<file path="config.mk">
export PLATFORM = sky130hd
export DESIGN_NAME = pipe_addsub_sat
export DESIGN_NICKNAME = d
export VERILOG_FILES = /design/src/rtl/pipe_addsub_sat.sv
export SDC_FILE = /design/constraint.sdc
export NUM_CORES = 1
export LEC_CHECK = 0
export ABC_AREA = 1
export BUFFER_PORTS_ARGS = -buffer_cell sky130_fd_sc_hd__buf_2
export CAP_MARGIN = 0
export CELL_PAD_IN_SITES_DETAIL_PLACEMENT = 1
export CELL_PAD_IN_SITES_GLOBAL_PLACEMENT = 2
export CORE_AREA = 2 2 201 184
export DETAILED_ROUTE_END_ITERATION = 10
export DIE_AREA = 0 0 203 186
export PLACE_DENSITY = 0.64
export REMOVE_ABC_BUFFERS = 1
export SYNTH_ARGS = -nofsm -noshare
export SYNTH_HDL_FRONTEND = slang
export SYNTH_SLANG_ARGS = --single-unit
</file>
<file path="constraint.sdc">
create_clock -name clk -period 8.2 [get_ports clk]
set_input_delay 0.41 -clock clk [delete_from_list [all_inputs] [get_ports clk]]
set_output_delay 0.41 -clock clk [all_outputs]
set_load 0.01 [all_outputs]
</file>
<file path="src/rtl/pipe_addsub_sat.sv">
// pipe_addsub_sat
//   Pipelined signed adder/subtractor with signed-overflow detection and
//   optional saturation. The WL-bit operation is cut into SEG carry-chained
//   segments of SW = WL/SEG bits. Segment i is added in pipeline stage i, so
//   the longest combinational path is a single SW-bit adder (plus the
//   saturation mux in the last stage). One operation is accepted per cycle.
//   An operation captured at edge k is presented with out_valid=1 after
//   edge k+SEG-1.
//
//   WL must be a multiple of SEG and WL >= 2.
//
// Ports
//   clk        rising-edge clock
//   rst        asynchronous active-high reset (clears control and data)
//   in_valid   an operation is present on a/b/sub/sat
//   a, b       signed operands, WL bits
//   sub        1: a - b, 0: a + b
//   sat        1: clamp to the signed range on overflow, 0: wrap
//   stall      hold every pipeline register, in_valid is ignored
//   flush      clear every valid bit at the next edge (wins over stall)
//   out_valid  out/ovf hold a completed result
//   out        registered signed result
//   ovf        registered signed-overflow flag for out
module pipe_addsub_sat #(
    parameter int WL  = 32,
    parameter int SEG = 4
) (
    input  logic          clk,
    input  logic          rst,
    input  logic          in_valid,
    input  logic [WL-1:0] a,
    input  logic [WL-1:0] b,
    input  logic          sub,
    input  logic          sat,
    input  logic          stall,
    input  logic          flush,
    output logic          out_valid,
    output logic [WL-1:0] out,
    output logic          ovf
);

    localparam int SW  = WL / SEG;
    localparam int SW1 = SW + 1;

    // Subtraction is a + ~b + 1: invert b here and feed sub in as carry-in.
    logic [WL-1:0] w_bx;
    assign w_bx = sub ? ~b : b;

    // Clamp value takes the sign of a: when both operands share a sign and
    // the result flips it, the true result lies beyond that operand's side.
    function automatic logic [WL-1:0] f_saturate(
        input logic [WL-1:0] raw,
        input logic          ovf_i,
        input logic          sat_i,
        input logic          a_msb
    );
        logic [WL-1:0] lim;
        lim = {a_msb, {(WL-1){~a_msb}}};
        if (sat_i && ovf_i)
            return lim;
        else
            return raw;
    endfunction

    // ---------------- stages 0 .. SEG-2 (registered segments) ----------------
    // Each stage adds its low SW operand bits, appends the sum above the lower
    // sums already produced and forwards only the still-unused operand bits.
    genvar gi;
    generate
        for (gi = 0; gi < SEG - 1; gi++) begin : g_stg
            localparam int RW = WL - gi * SW;   // operand bits still unused on entry

            logic [RW-1:0]         w_a_in;
            logic [RW-1:0]         w_bx_in;
            logic                  w_c_in;
            logic                  w_sat_in;
            logic                  w_vld_in;
            logic [SW:0]           w_seg;
            logic [(gi+1)*SW-1:0]  w_sum_nxt;

            logic [(gi+1)*SW-1:0]  r_sum;
            logic [RW-SW-1:0]      r_a_hi;
            logic [RW-SW-1:0]      r_bx_hi;
            logic                  r_c;
            logic                  r_sat;
            logic                  r_vld;

            assign w_seg = {1'b0, w_a_in[SW-1:0]} + {1'b0, w_bx_in[SW-1:0]} + SW1'(w_c_in);

            if (gi == 0) begin : g_src
                assign w_a_in    = a;
                assign w_bx_in   = w_bx;
                assign w_c_in    = sub;
                assign w_sat_in  = sat;
                assign w_vld_in  = in_valid;
                assign w_sum_nxt = w_seg[SW-1:0];
            end else begin : g_src
                assign w_a_in    = g_stg[gi-1].r_a_hi;
                assign w_bx_in   = g_stg[gi-1].r_bx_hi;
                assign w_c_in    = g_stg[gi-1].r_c;
                assign w_sat_in  = g_stg[gi-1].r_sat;
                assign w_vld_in  = g_stg[gi-1].r_vld;
                assign w_sum_nxt = {w_seg[SW-1:0], g_stg[gi-1].r_sum};
            end

            always_ff @(posedge clk or posedge rst) begin
                if (rst) begin
                    r_sum   <= '0;
                    r_a_hi  <= '0;
                    r_bx_hi <= '0;
                    r_c     <= 1'b0;
                    r_sat   <= 1'b0;
                    r_vld   <= 1'b0;
                end else begin
                    if (!stall) begin
                        r_sum   <= w_sum_nxt;
                        r_a_hi  <= w_a_in[RW-1:SW];
                        r_bx_hi <= w_bx_in[RW-1:SW];
                        r_c     <= w_seg[SW];
                        r_sat   <= w_sat_in;
                    end
                    if (flush)
                        r_vld <= 1'b0;
                    else if (!stall)
                        r_vld <= w_vld_in;
                end
            end
        end
    endgenerate

    // ---------------- final stage: top segment, overflow, saturation --------
    logic [SW-1:0] w_last_a;
    logic [SW-1:0] w_last_bx;
    logic          w_last_c;
    logic          w_last_sat;
    logic          w_last_vld;
    logic [SW-1:0] w_last_sum;
    logic [WL-1:0] w_raw;
    logic          w_a_msb;
    logic          w_bx_msb;
    logic          w_ovf;
    logic [WL-1:0] w_out;

    generate
        if (SEG == 1) begin : g_last_src
            assign w_last_a   = a;
            assign w_last_bx  = w_bx;
            assign w_last_c   = sub;
            assign w_last_sat = sat;
            assign w_last_vld = in_valid;
            assign w_raw      = w_last_sum;
        end else begin : g_last_src
            assign w_last_a   = g_stg[SEG-2].r_a_hi;
            assign w_last_bx  = g_stg[SEG-2].r_bx_hi;
            assign w_last_c   = g_stg[SEG-2].r_c;
            assign w_last_sat = g_stg[SEG-2].r_sat;
            assign w_last_vld = g_stg[SEG-2].r_vld;
            assign w_raw      = {w_last_sum, g_stg[SEG-2].r_sum};
        end
    endgenerate

    // Carry out of the MSB is dropped: arithmetic wraps modulo 2^WL.
    assign w_last_sum = w_last_a + w_last_bx + SW'(w_last_c);

    // The operand MSBs are the top bits of the last segment still in flight.
    assign w_a_msb  = w_last_a[SW-1];
    assign w_bx_msb = w_last_bx[SW-1];
    assign w_ovf    = (w_a_msb == w_bx_msb) && (w_raw[WL-1] != w_a_msb);
    assign w_out    = f_saturate(w_raw, w_ovf, w_last_sat, w_a_msb);

    always_ff @(posedge clk or posedge rst) begin
        if (rst) begin
            out       <= '0;
            ovf       <= 1'b0;
            out_valid <= 1'b0;
        end else begin
            if (!stall) begin
                out <= w_out;
                ovf <= w_ovf;
            end
            if (flush)
                out_valid <= 1'b0;
            else if (!stall)
                out_valid <= w_last_vld;
        end
    end

endmodule
</file>
==> reports/metrics.csv <==
metric,value,unit
"Req. time, crit path",8480,ps
Finished Layout Cells,1562,
maximum VDD drop,0.000136,V
Worst Max-Slew Pin Slew,1030,ps
Async SR Flop Fraction,1.00,
global-route wire length before repair,35200,um
power per cell area,244,nW/um^2
Reg area,4680,um^2
post-synthesis sequential area ratio,0.531,
TritonCTS buffer count,17,
Sink Count,187,
Multi-input gate area,3690,um^2
"Primary FF master, synth",dfrtp_1,
drt total wl,20800,um
post-synthesis cell type count,36,
Worst-path clk slew,70,ps
Final HPWL DP,13600,um
Hold Crit Class,primary input to flip-flop,
Peak Freq,405,MHz
Crit path largest cell delay,780,ps
CP max FO,32,
XOR/XNOR Fraction of Synth Area,0.0367,
Leak,5.15,nW
Chip Width,203,um
n_diodes,0,
simple-gate share of the synthesized area,0.236,
Synth Instances,993,
Placer Congestion,0.708,
final number of setup-violating endpoints,0,
RSZ-0062 raised after global routing,no,
final core occ,0.289,
Most common cell on crit path,nand2_2,
post_cts resized,0,
Core Box Area,35600,um^2
Buffers on Ports,104,
drt drc,0,
vias in the first global route,6760,
TritonCTS clock tree,done,
H-Tree Depth,4,
hold_buf cts,0,
period utilization,0.301,
I/O Pins,105,
Clock Skew,17.3,ps
main combinational cell family by area after synthesis,simple AND/OR/NAND/NOR gates,
Post-Synth Adder-Cell Area,0.0542,
fin. max-slew vios,0,
main area contributors after synthesis,"dfrtp_1 (53%), nand2_1 (16%), ha_1 (3.8%), o21ai_0 (3.2%), a21oi_2 (3.0%)",
Post-synth EDFFs,0,
mapped cell area,8820,um^2
clk buf depth,2,
grt ovf,0,
Max-Cap Viols,0,
minimum clock period,2470,ps
slew margin rel.,0.310,
Final Hold Viols,0,
syn_area_per_cell,8.88,um^2
DR vias,6479,
Routed Antenna Nets,0,
Die ar.,37800,um^2
Commonest cells post-synth,"nand2_1 (385), dfrtp_1 (187), o21ai_0 (57), nor2_1 (51), inv_1 (48)",
crit path cell chain,"ha_1, nand2_2, inv_1, a21oi_4, nand2_2, nand3_1, nand2_1, inv_2, a21oi_1",
initial drt markers,225,
Overall Global Routing Usage,0.118,
CP Capture Type,flip-flop,
Yosys top cell by area,dfrtp_1,
initial antenna violation count,0,
Worst Path Arrival,2750,ps
placed cell count,1531,
largest net degree at the start of global routing,133,
Vias/cell,4.15,
Synth Area in Compound Gates,0.0915,
"FF+latch count, synth",187,
Final nets,1179,
root buffer cell,clkbuf_16,
Row Count,66,
mux contribution to synthesized area,0,
setup TNS,0,ps
crit path launch type,flip-flop,
Syn-to-layout area delta,16.8,%
DR WL/cell,13.3,um
Tot Pwr,2.52,mW
router iterations before antenna repair,4,
top-count cell post-synth,nand2_1,
layout cells sized above 1,0.196,
Initial Util,0.248,
Crit Path Class,flip-flop to flip-flop,
share of the synthesized area in the top cell type,0.531,
die height,186,um
Fill cells,4151,
"Slowest-stage cell, CP",inv_2,
clk_lat worst skew,440,ps
status,completed,
Yosys Warn Count,0,
Post-CTS Setup Bufs,0,
per-stage QoR:
stage	area (um^2)	setup WS (ps)	hold slack, ps
CTS	10300	5650	137
global placement	9730	5570	454
floorplan	8560	2700	442
global route	10300	5470	144
finish	10300	5730	167
detailed placement	9730	5540	458
layout make-up:
class | instances | area share
clock inverter | 12 | 0.0125
tap | 476 | 0.0578
inverter | 50 | 0.0192
sequential | 187 | 0.454
timing repair buffer | 109 | 0.0548
clock buffer | 19 | 0.0430
multi-input combinational | 709 | 0.359
critical path, delay by kind of cell, from the launching register on:
| kind | cells | cell delay (ps) |
|---|---|---|
| buf+inv | 2 | 850 |
| compound gates | 2 | 330 |
| fa+ha+maj | 1 | 370 |
| flops | 1 | 410 |
| simple gates | 4 | 360 |
registers in the layout, indices dropped and copies added, names as in the netlist:
signal	cells
out	32
g_stg.r_vld	3
g_stg.r_sat	3
g_stg.r_sum	48
out_valid	1
g_stg.r_a_hi	48
g_stg.r_c	3
g_stg.r_bx_hi	48
ovf	1
cell usage in the layout, fill, tap and decap left out, types with 2 or more instances in the layout:
cell type   count
dfrtp_1       187
nand3b_1        4
nand4_1         4
fa_1            7
or2_2           2
o211ai_1        2
inv_1          47
o21a_1          3
o22ai_1         6
xnor2_1        27
inv_6           5
o21ai_0        57
buf_4           5
xor2_1         10
clkinv_4        2
and2_1          2
inv_8           3
nand3_1        23
clkinvlp_4      2
nand2_1       385
ha_1           27
a21o_1          4
nor2_1         51
nand2_2        34
clkbuf_16      17
a21oi_1        17
a31oi_1         6
a21oi_2        30
buf_2         103
path summary, 6_finish.rpt:
check,from,end,slack [ps],cells after the start
worst min register to register,g_stg[1].r_sum[8],g_stg[2].r_sum[8],470,2
worst max-delay path,g_stg[2].r_a_hi[5],out[30],5730,9
worst min-delay path,a[22],g_stg[0].r_a_hi[14],170,3
min in group asynchronous,rst,g_stg[0].r_bx_hi[3],190,2
max in group asynchronous,rst,g_stg[1].r_a_hi[10],6700,3
worst max register to register,g_stg[2].r_a_hi[5],out[30],5730,9
routing by layer:
metal / GRT usage / vias up / routed length, um
met5: 0 / - / 0
met4: 0.0359 / 0 / 233
met3: 0.0233 / 14 / 534
met2: 0.195 / 59 / 9800
met1: 0.156 / 3114 / 10300
li1: - / 3292 / -
report_power, final:
part	total, mW	switching (mW)	leakage [nW]	internal [mW]
combinational	0.531	0.315	2.59	0.216
sequential	1.17	0.0929	2.29	1.08
clock	0.819	0.383	0.275	0.436
logic make-up after synthesis:
group | Yosys count
AND/OR/NAND/NOR | 510
flip-flops | 187
AO/OA/AOI/OAI | 128
buffers and inverters | 97
XOR/XNOR | 37
adder cells (fa/ha/maj) | 34
Note: power is estimated with default switching activity, not from simulation.
